$ cat src/rtl/result_tx_serializer_if.sv
// -----------------------------------------------------------------------------
// result_tx_serializer_if
//
// Bundles the signals around the result transmit serializer:
//   - control-unit side : begin_transmission, data_in  -> serializer
//                         tx_sent, busy                <- serializer
//   - UART side         : tx_busy                      -> serializer
//                         tx_data, tx_start            <- serializer
//
// Modports:
//   slave  : the serializer itself
//   master : everything around it (control unit + UART transmitter)
// -----------------------------------------------------------------------------
interface result_tx_serializer_if #(
    parameter int WORD_WIDTH = 32
) ();

    logic                  begin_transmission;
    logic [WORD_WIDTH-1:0] data_in;
    logic                  tx_busy;
    logic [7:0]            tx_data;
    logic                  tx_start;
    logic                  tx_sent;
    logic                  busy;

    modport slave (
        input  begin_transmission,
        input  data_in,
        input  tx_busy,
        output tx_data,
        output tx_start,
        output tx_sent,
        output busy
    );

    modport master (
        output begin_transmission,
        output data_in,
        output tx_busy,
        input  tx_data,
        input  tx_start,
        input  tx_sent,
        input  busy
    );

endinterface

$ cat src/rtl/result_tx_serializer.sv
// -----------------------------------------------------------------------------
// result_tx_serializer
//
// Transmit-side responder to the control unit's begin_transmission / tx_sent
// handshake. A result word is latched on an accepted begin_transmission,
// split into bytes and handed to the UART transmitter one byte at a time via
// a tx_start / tx_busy handshake. After the last byte has left the UART a
// single-cycle tx_sent is returned.
//
// Parameters:
//   WORD_WIDTH : width of the result word (multiple of 8)
//   NBYTES     : bytes per word, derived from WORD_WIDTH (do not override)
//   MSB_FIRST  : 1 = most-significant byte first, 0 = least-significant first
//
// Ports:
//   clk   : system clock
//   reset : synchronous, active-high reset
//   bus   : result_tx_serializer_if.slave
//           begin_transmission (in)  request to send data_in
//           data_in            (in)  word, sampled on the accepted request
//           tx_busy            (in)  UART busy flag
//           tx_data            (out) byte presented to the UART
//           tx_start           (out) one-cycle load strobe for the UART
//           tx_sent            (out) one-cycle "word fully transmitted"
//           busy               (out) word in flight (acceptance .. tx_sent)
//
// All outputs are registered.
// -----------------------------------------------------------------------------
module result_tx_serializer #(
    parameter int WORD_WIDTH = 32,
    parameter int NBYTES     = WORD_WIDTH / 8,
    parameter bit MSB_FIRST  = 1'b1
) (
    input  logic                 clk,
    input  logic                 reset,
    result_tx_serializer_if.slave bus
);

    // Counter is wide enough to index NBYTES bytes, never narrower than 1 bit.
    localparam int CNT_W = (NBYTES > 1) ? $clog2(NBYTES) : 1;
    localparam logic [CNT_W-1:0] LAST_BYTE = CNT_W'(NBYTES - 1);

    typedef enum logic [2:0] {
        IDLE      = 3'd0,
        ISSUE     = 3'd1,
        WAIT_ACK  = 3'd2,
        WAIT_DONE = 3'd3,
        NEXT      = 3'd4,
        DONE      = 3'd5
    } state_t;

    state_t                state_reg,    state_next;
    logic [CNT_W-1:0]      cnt_reg,      cnt_next;
    logic [WORD_WIDTH-1:0] shift_reg,    shift_next;
    logic [7:0]            tx_data_reg,  tx_data_next;
    logic                  tx_start_reg, tx_start_next;
    logic                  tx_sent_reg,  tx_sent_next;
    logic                  busy_reg,     busy_next;

    // Byte at the "send next" end of the shift register, and the register
    // advanced by one byte towards that end.
    logic [7:0]            cur_byte;
    logic [WORD_WIDTH-1:0] shift_adv;

    generate
        if (MSB_FIRST) begin : g_msb_first
            assign cur_byte  = shift_reg[WORD_WIDTH-1 -: 8];
            assign shift_adv = shift_reg << 8;
        end else begin : g_lsb_first
            assign cur_byte  = shift_reg[7:0];
            assign shift_adv = shift_reg >> 8;
        end
    endgenerate

    // -------------------------------------------------------------------------
    // State / output registers
    // -------------------------------------------------------------------------
    always_ff @(posedge clk) begin
        if (reset) begin
            state_reg    <= IDLE;
            cnt_reg      <= '0;
            shift_reg    <= '0;
            tx_data_reg  <= 8'h00;
            tx_start_reg <= 1'b0;
            tx_sent_reg  <= 1'b0;
            busy_reg     <= 1'b0;
        end else begin
            state_reg    <= state_next;
            cnt_reg      <= cnt_next;
            shift_reg    <= shift_next;
            tx_data_reg  <= tx_data_next;
            tx_start_reg <= tx_start_next;
            tx_sent_reg  <= tx_sent_next;
            busy_reg     <= busy_next;
        end
    end

    // -------------------------------------------------------------------------
    // Next-state and next-output logic
    // -------------------------------------------------------------------------
    always_comb begin
        state_next    = state_reg;
        cnt_next      = cnt_reg;
        shift_next    = shift_reg;
        tx_data_next  = tx_data_reg;   // tx_data only moves together with tx_start
        tx_start_next = 1'b0;          // strobes default low: one-cycle pulses
        tx_sent_next  = 1'b0;
        busy_next     = busy_reg;

        case (state_reg)
            IDLE: begin
                if (bus.begin_transmission) begin
                    shift_next = bus.data_in;
                    cnt_next   = '0;
                    busy_next  = 1'b1;
                    state_next = ISSUE;
                end
            end

            ISSUE: begin
                // Never load a byte into a UART that is still shifting.
                if (!bus.tx_busy) begin
                    tx_data_next  = cur_byte;
                    tx_start_next = 1'b1;
                    state_next    = WAIT_ACK;
                end
            end

            WAIT_ACK: begin
                // Wait for the UART to acknowledge the load by raising busy.
                if (bus.tx_busy) begin
                    state_next = WAIT_DONE;
                end
            end

            WAIT_DONE: begin
                if (!bus.tx_busy) begin
                    state_next = NEXT;
                end
            end

            NEXT: begin
                if (cnt_reg == LAST_BYTE) begin
                    // tx_sent is registered, so it is visible while in DONE,
                    // where busy is still high.
                    tx_sent_next = 1'b1;
                    state_next   = DONE;
                end else begin
                    cnt_next   = cnt_reg + CNT_W'(1);
                    shift_next = shift_adv;
                    state_next = ISSUE;
                end
            end

            DONE: begin
                // A request arriving in this cycle is deliberately dropped.
                busy_next  = 1'b0;
                state_next = IDLE;
            end

            default: begin
                state_next = IDLE;
            end
        endcase
    end

    assign bus.tx_data  = tx_data_reg;
    assign bus.tx_start = tx_start_reg;
    assign bus.tx_sent  = tx_sent_reg;
    assign bus.busy     = busy_reg;

endmodule

$ cat src/flat_wrapper.sv
// flat-port wrapper written by rule: the top's interface ports become plain ports
module result_tx_serializer_flat 
#(
    parameter int WORD_WIDTH = 32,
    parameter int NBYTES     = WORD_WIDTH / 8,
    parameter bit MSB_FIRST  = 1'b1
)
  (clk, reset, bus_begin_transmission, bus_data_in, bus_tx_busy, bus_tx_data, bus_tx_start, bus_tx_sent, bus_busy);
  result_tx_serializer_if #(.WORD_WIDTH(WORD_WIDTH)) bus_i ();
  input  logic clk;
  input  logic reset;
  input wire logic [$bits(bus_i.begin_transmission)-1:0] bus_begin_transmission;
  input wire logic [$bits(bus_i.data_in)-1:0] bus_data_in;
  input wire logic [$bits(bus_i.tx_busy)-1:0] bus_tx_busy;
  output wire logic [$bits(bus_i.tx_data)-1:0] bus_tx_data;
  output wire logic [$bits(bus_i.tx_start)-1:0] bus_tx_start;
  output wire logic [$bits(bus_i.tx_sent)-1:0] bus_tx_sent;
  output wire logic [$bits(bus_i.busy)-1:0] bus_busy;
  assign bus_i.begin_transmission = bus_begin_transmission;
  assign bus_i.data_in = bus_data_in;
  assign bus_i.tx_busy = bus_tx_busy;
  assign bus_tx_data = bus_i.tx_data;
  assign bus_tx_start = bus_i.tx_start;
  assign bus_tx_sent = bus_i.tx_sent;
  assign bus_busy = bus_i.busy;
  result_tx_serializer #(.WORD_WIDTH(WORD_WIDTH), .NBYTES(NBYTES), .MSB_FIRST(MSB_FIRST)) u_core (.clk(clk), .reset(reset), .bus(bus_i));
endmodule
$ cat config.mk
export PLATFORM = sky130hd
export DESIGN_NAME = result_tx_serializer_flat
export DESIGN_NICKNAME = d
export VERILOG_FILES = /design/src/rtl/result_tx_serializer_if.sv /design/src/rtl/result_tx_serializer.sv /design/src/flat_wrapper.sv
export SDC_FILE = /design/constraint.sdc
export NUM_CORES = 1
export LEC_CHECK = 0
export ABC_AREA = 1
export BUFFER_PORTS_ARGS = -buffer_cell sky130_fd_sc_hd__buf_2
export CORE_MARGIN = 2
export CORE_UTILIZATION = 40
export CTS_CLUSTER_SIZE = 28
export DETAILED_ROUTE_END_ITERATION = 10
export HOLD_SLACK_MARGIN = 0.1
export SLEW_MARGIN = 5
export SYNTH_ARGS = -nofsm -noshare
export SYNTH_HDL_FRONTEND = slang
export SYNTH_SLANG_ARGS = --single-unit
$ cat constraint.sdc
create_clock -name clk -period 3.1 [get_ports clk]
set_input_delay 0.31 -clock clk [delete_from_list [all_inputs] [get_ports clk]]
set_output_delay 0.31 -clock clk [all_outputs]
set_load 0.05 [all_outputs]
==> flow_summary.ini <==
[hold_path]
hold_path_depth = 2
min-delay-start = reset
worstHoldEndpoint = u_core.cnt_reg[1]
hold_path.class = in2reg

[sta]
fin_crit_sh_pct = 60.2
tns_ns = 0
finalSetupViolCount = 0
timing.fmax_mhz = 535
tightestPinTransition_ns = 0.849
post-route-min-period_ns = 1.87
skew_ns = 0.00205
slew_violations = 0
hold_violations = 0
rsz0062_at_grt = false
slew_headroom_pct = 43.4
timing.hold.ws_ns = 0.279

[synthesis]
async_flop_share_pct = 0
ys_types = 26
synth_top_area_share_pct = 41.3
syn_area_um2 = 2330
synth_common_cells = nand2_1, nor2_1, dfxtp_1
yosys.area.top_type = dfxtp_1
ys_seq_area_share_pct = 41.3
syn_area_per_cell_um2 = 6.45
syn-num-nets = 398
synthTopCellsByArea = dfxtp_1, nand2_1, nor2_1
synth-edff-count = 0
synth.most_common_cell = nand2_1
synth_cells = 361
ys_ff_latch = 48
ys_warn_count = 0
yosys_most_used_dff = dfxtp_1

[routing]
viasPerCell = 4.51
drt-total-wl_um = 5050
drtIter0Drc = 148
ant_nets = 0
num_vias = 2123
firstDrtPassIters = 4
wire_per_inst_um = 10.7
drcViolationCount = 0

[critical_path]
reg2reg_slack_ns = 1.23
reg2reg_depth = 6
crit_fanout = 45
critPathArrivalTime_ns = 2.06
start_kind = register
rr_startpoint = u_core.state_reg[0]
crit_type = reg2reg
rr_endpoint = u_core.state_reg[2]
required_ns = 3.29
endpoint_kind = register

[power]
leakagePower_nw = 1.46
clockPowerShare_pct = 20.6
combPwrFrac_pct = 40.2
power_mw = 2.37
seqPwrFrac_pct = 39.2
power_switching_share_pct = 40.4
p_int_mw = 1.41
p_sw_mw = 0.957
cellPowerDensity_nw_per_um2 = 886
max-vdd-ir-drop_v = 0.000350

[die]
dieArea_um2 = 6450
initial_core_util_pct = 41.8
core_area_um2 = 5570
placementRows = 27
die_h_um = 80.3
io_pins = 47
die_x_um = 80.3

[clock_tree]
insertion_delay_ns = 0.29
cts_sinks = 48
cts_inserted_buffers = 5
cts_root_buf = clkbuf_8
htreeDepth = 2
cts_hold_buf = 0
cts_resized = 0
path_clk_slew_ns = 0.08
cts_tree = done
post_cts_buffers = 0
ctsLongestPathBuffers = 2

[global_routing]
grt_start_max_net_pins = 54
grt_overflow = 0
track_usage_pct = 16.8
grt_antenna_before_repair = 0
grt_pass1_vias = 1973
grt_pass1_wl_um = 8630

[placed_design]
routabilityCongestion = 0.883
io_buffer_count = 46
hpwlAfterDp_um = 3440

[job]
max-cap-violations = 0

[run_status]
status = complete, no violations

[final_layout]
largest_reg_flops = 32
area_growth_syn_to_layout_pct = 14.7
nets = 435
diodes = 0
drive_gt1_share_pct = 16.5
==> cell families (layout without fill, tap and decap cells) <==
kind of cell	after synthesis	in the layout	share of synthesized area [%]
simple gates	216	216	37.8
buf+inv	56	94	11.1
flops	48	48	41.3
compound gates	39	39	8.97
fa+ha+maj	1	1	0.537
xor+xnor	1	1	0.376
==> layout make-up <==
cell class,instances,area [um^2]
clock buffers,7,96.3
clock inverters,1,30.0
fillers,624,2900
inverters,39,146
multi-input cells,257,1110
flip-flops and latches,48,961
well taps,72,90.1
repair buffers,47,238
==> power groups by stage <==
stage,sequential (mW),clock [mW],combinational [mW]
3_3_place_gp,0.940,0,0.944
5_1_grt,0.952,0.531,1.10
2_1_floorplan,1.02,0,0.753
6_report,0.929,0.488,0.951
3_5_place_dp,0.941,0,0.950
4_1_cts,0.928,0.502,0.955
==> layer usage <==
| layer | part of all wire [%] | global-route usage (%) | vias to the layer above | wire, um |
|---|---|---|---|---|
| li1 | - | - | 1163 | - |
| met2 | 45 | 27.8 | 38 | 2250 |
| met3 | 3.7 | 3.60 | 8 | 187 |
| met5 | 0 | 0 | - | 0 |
| met1 | 50 | 21.5 | 914 | 2520 |
| met4 | 1.7 | 6.27 | 0 | 85 |
==> cell usage in the layout, fill, tap and decap left out <==
master and count:
nand2_1 110, nor2_1 85, dfxtp_1 48, buf_2 46, inv_1 36, o21ai_0 25
nand3_1 14, a21oi_1 8, clkbuf_8 7, o21ai_1 4, inv_2 3, a21oi_4 1
nor2_4 1, nand3b_4 1, nand2_4 1, nand3_2 1, xnor2_1 1, nand2_2 1
nor2_2 1, nor3b_2 1, o31ai_1 1, ha_1 1, bufinv_16 1, buf_4 1
==> worst max-delay path, cell delays in order (launching register included) <==
cell,delay [ns]
dfxtp_1,0.52
nor2_4,0.11
nand2_2,0.53
inv_1,0.25
nand2_1,0.15
nand2_1,0.05
nor3b_2,0.14
==> worst max-delay path by stage <==
| stage | startpoint | end | slack (ns) | cells after the start |
|---|---|---|---|---|
| 2_1_floorplan | u_core.state_reg[2] | u_core.bus.tx_data[0] | 1.81 | 8 |
| 3_3_place_gp | u_core.state_reg[0] | u_core.state_reg[2] | 1.29 | 6 |
| 3_5_place_dp | u_core.state_reg[0] | u_core.state_reg[2] | 1.26 | 6 |
| 4_1_cts | u_core.state_reg[0] | u_core.state_reg[2] | 1.21 | 6 |
| 5_1_grt | u_core.state_reg[0] | u_core.state_reg[2] | 1.01 | 6 |
| 6_report | u_core.state_reg[0] | u_core.state_reg[2] | 1.23 | 6 |
==> per-stage QoR <==
| stage | std cells | util, % | area [um^2] | setup WS (ns) |
|---|---|---|---|---|
| finish | 471 | 47.9 | 2670 | 1.23 |
| global route | 471 | 47.9 | 2670 | 1.01 |
| CTS | 471 | 47.9 | 2670 | 1.21 |
| detailed placement | 463 | 45.7 | 2540 | 1.26 |
| global placement | 463 | 45.7 | 2540 | 1.29 |
| floorplan | 361 | - | 2330 | 1.81 |
Note: power is estimated with default switching activity, not from simulation.
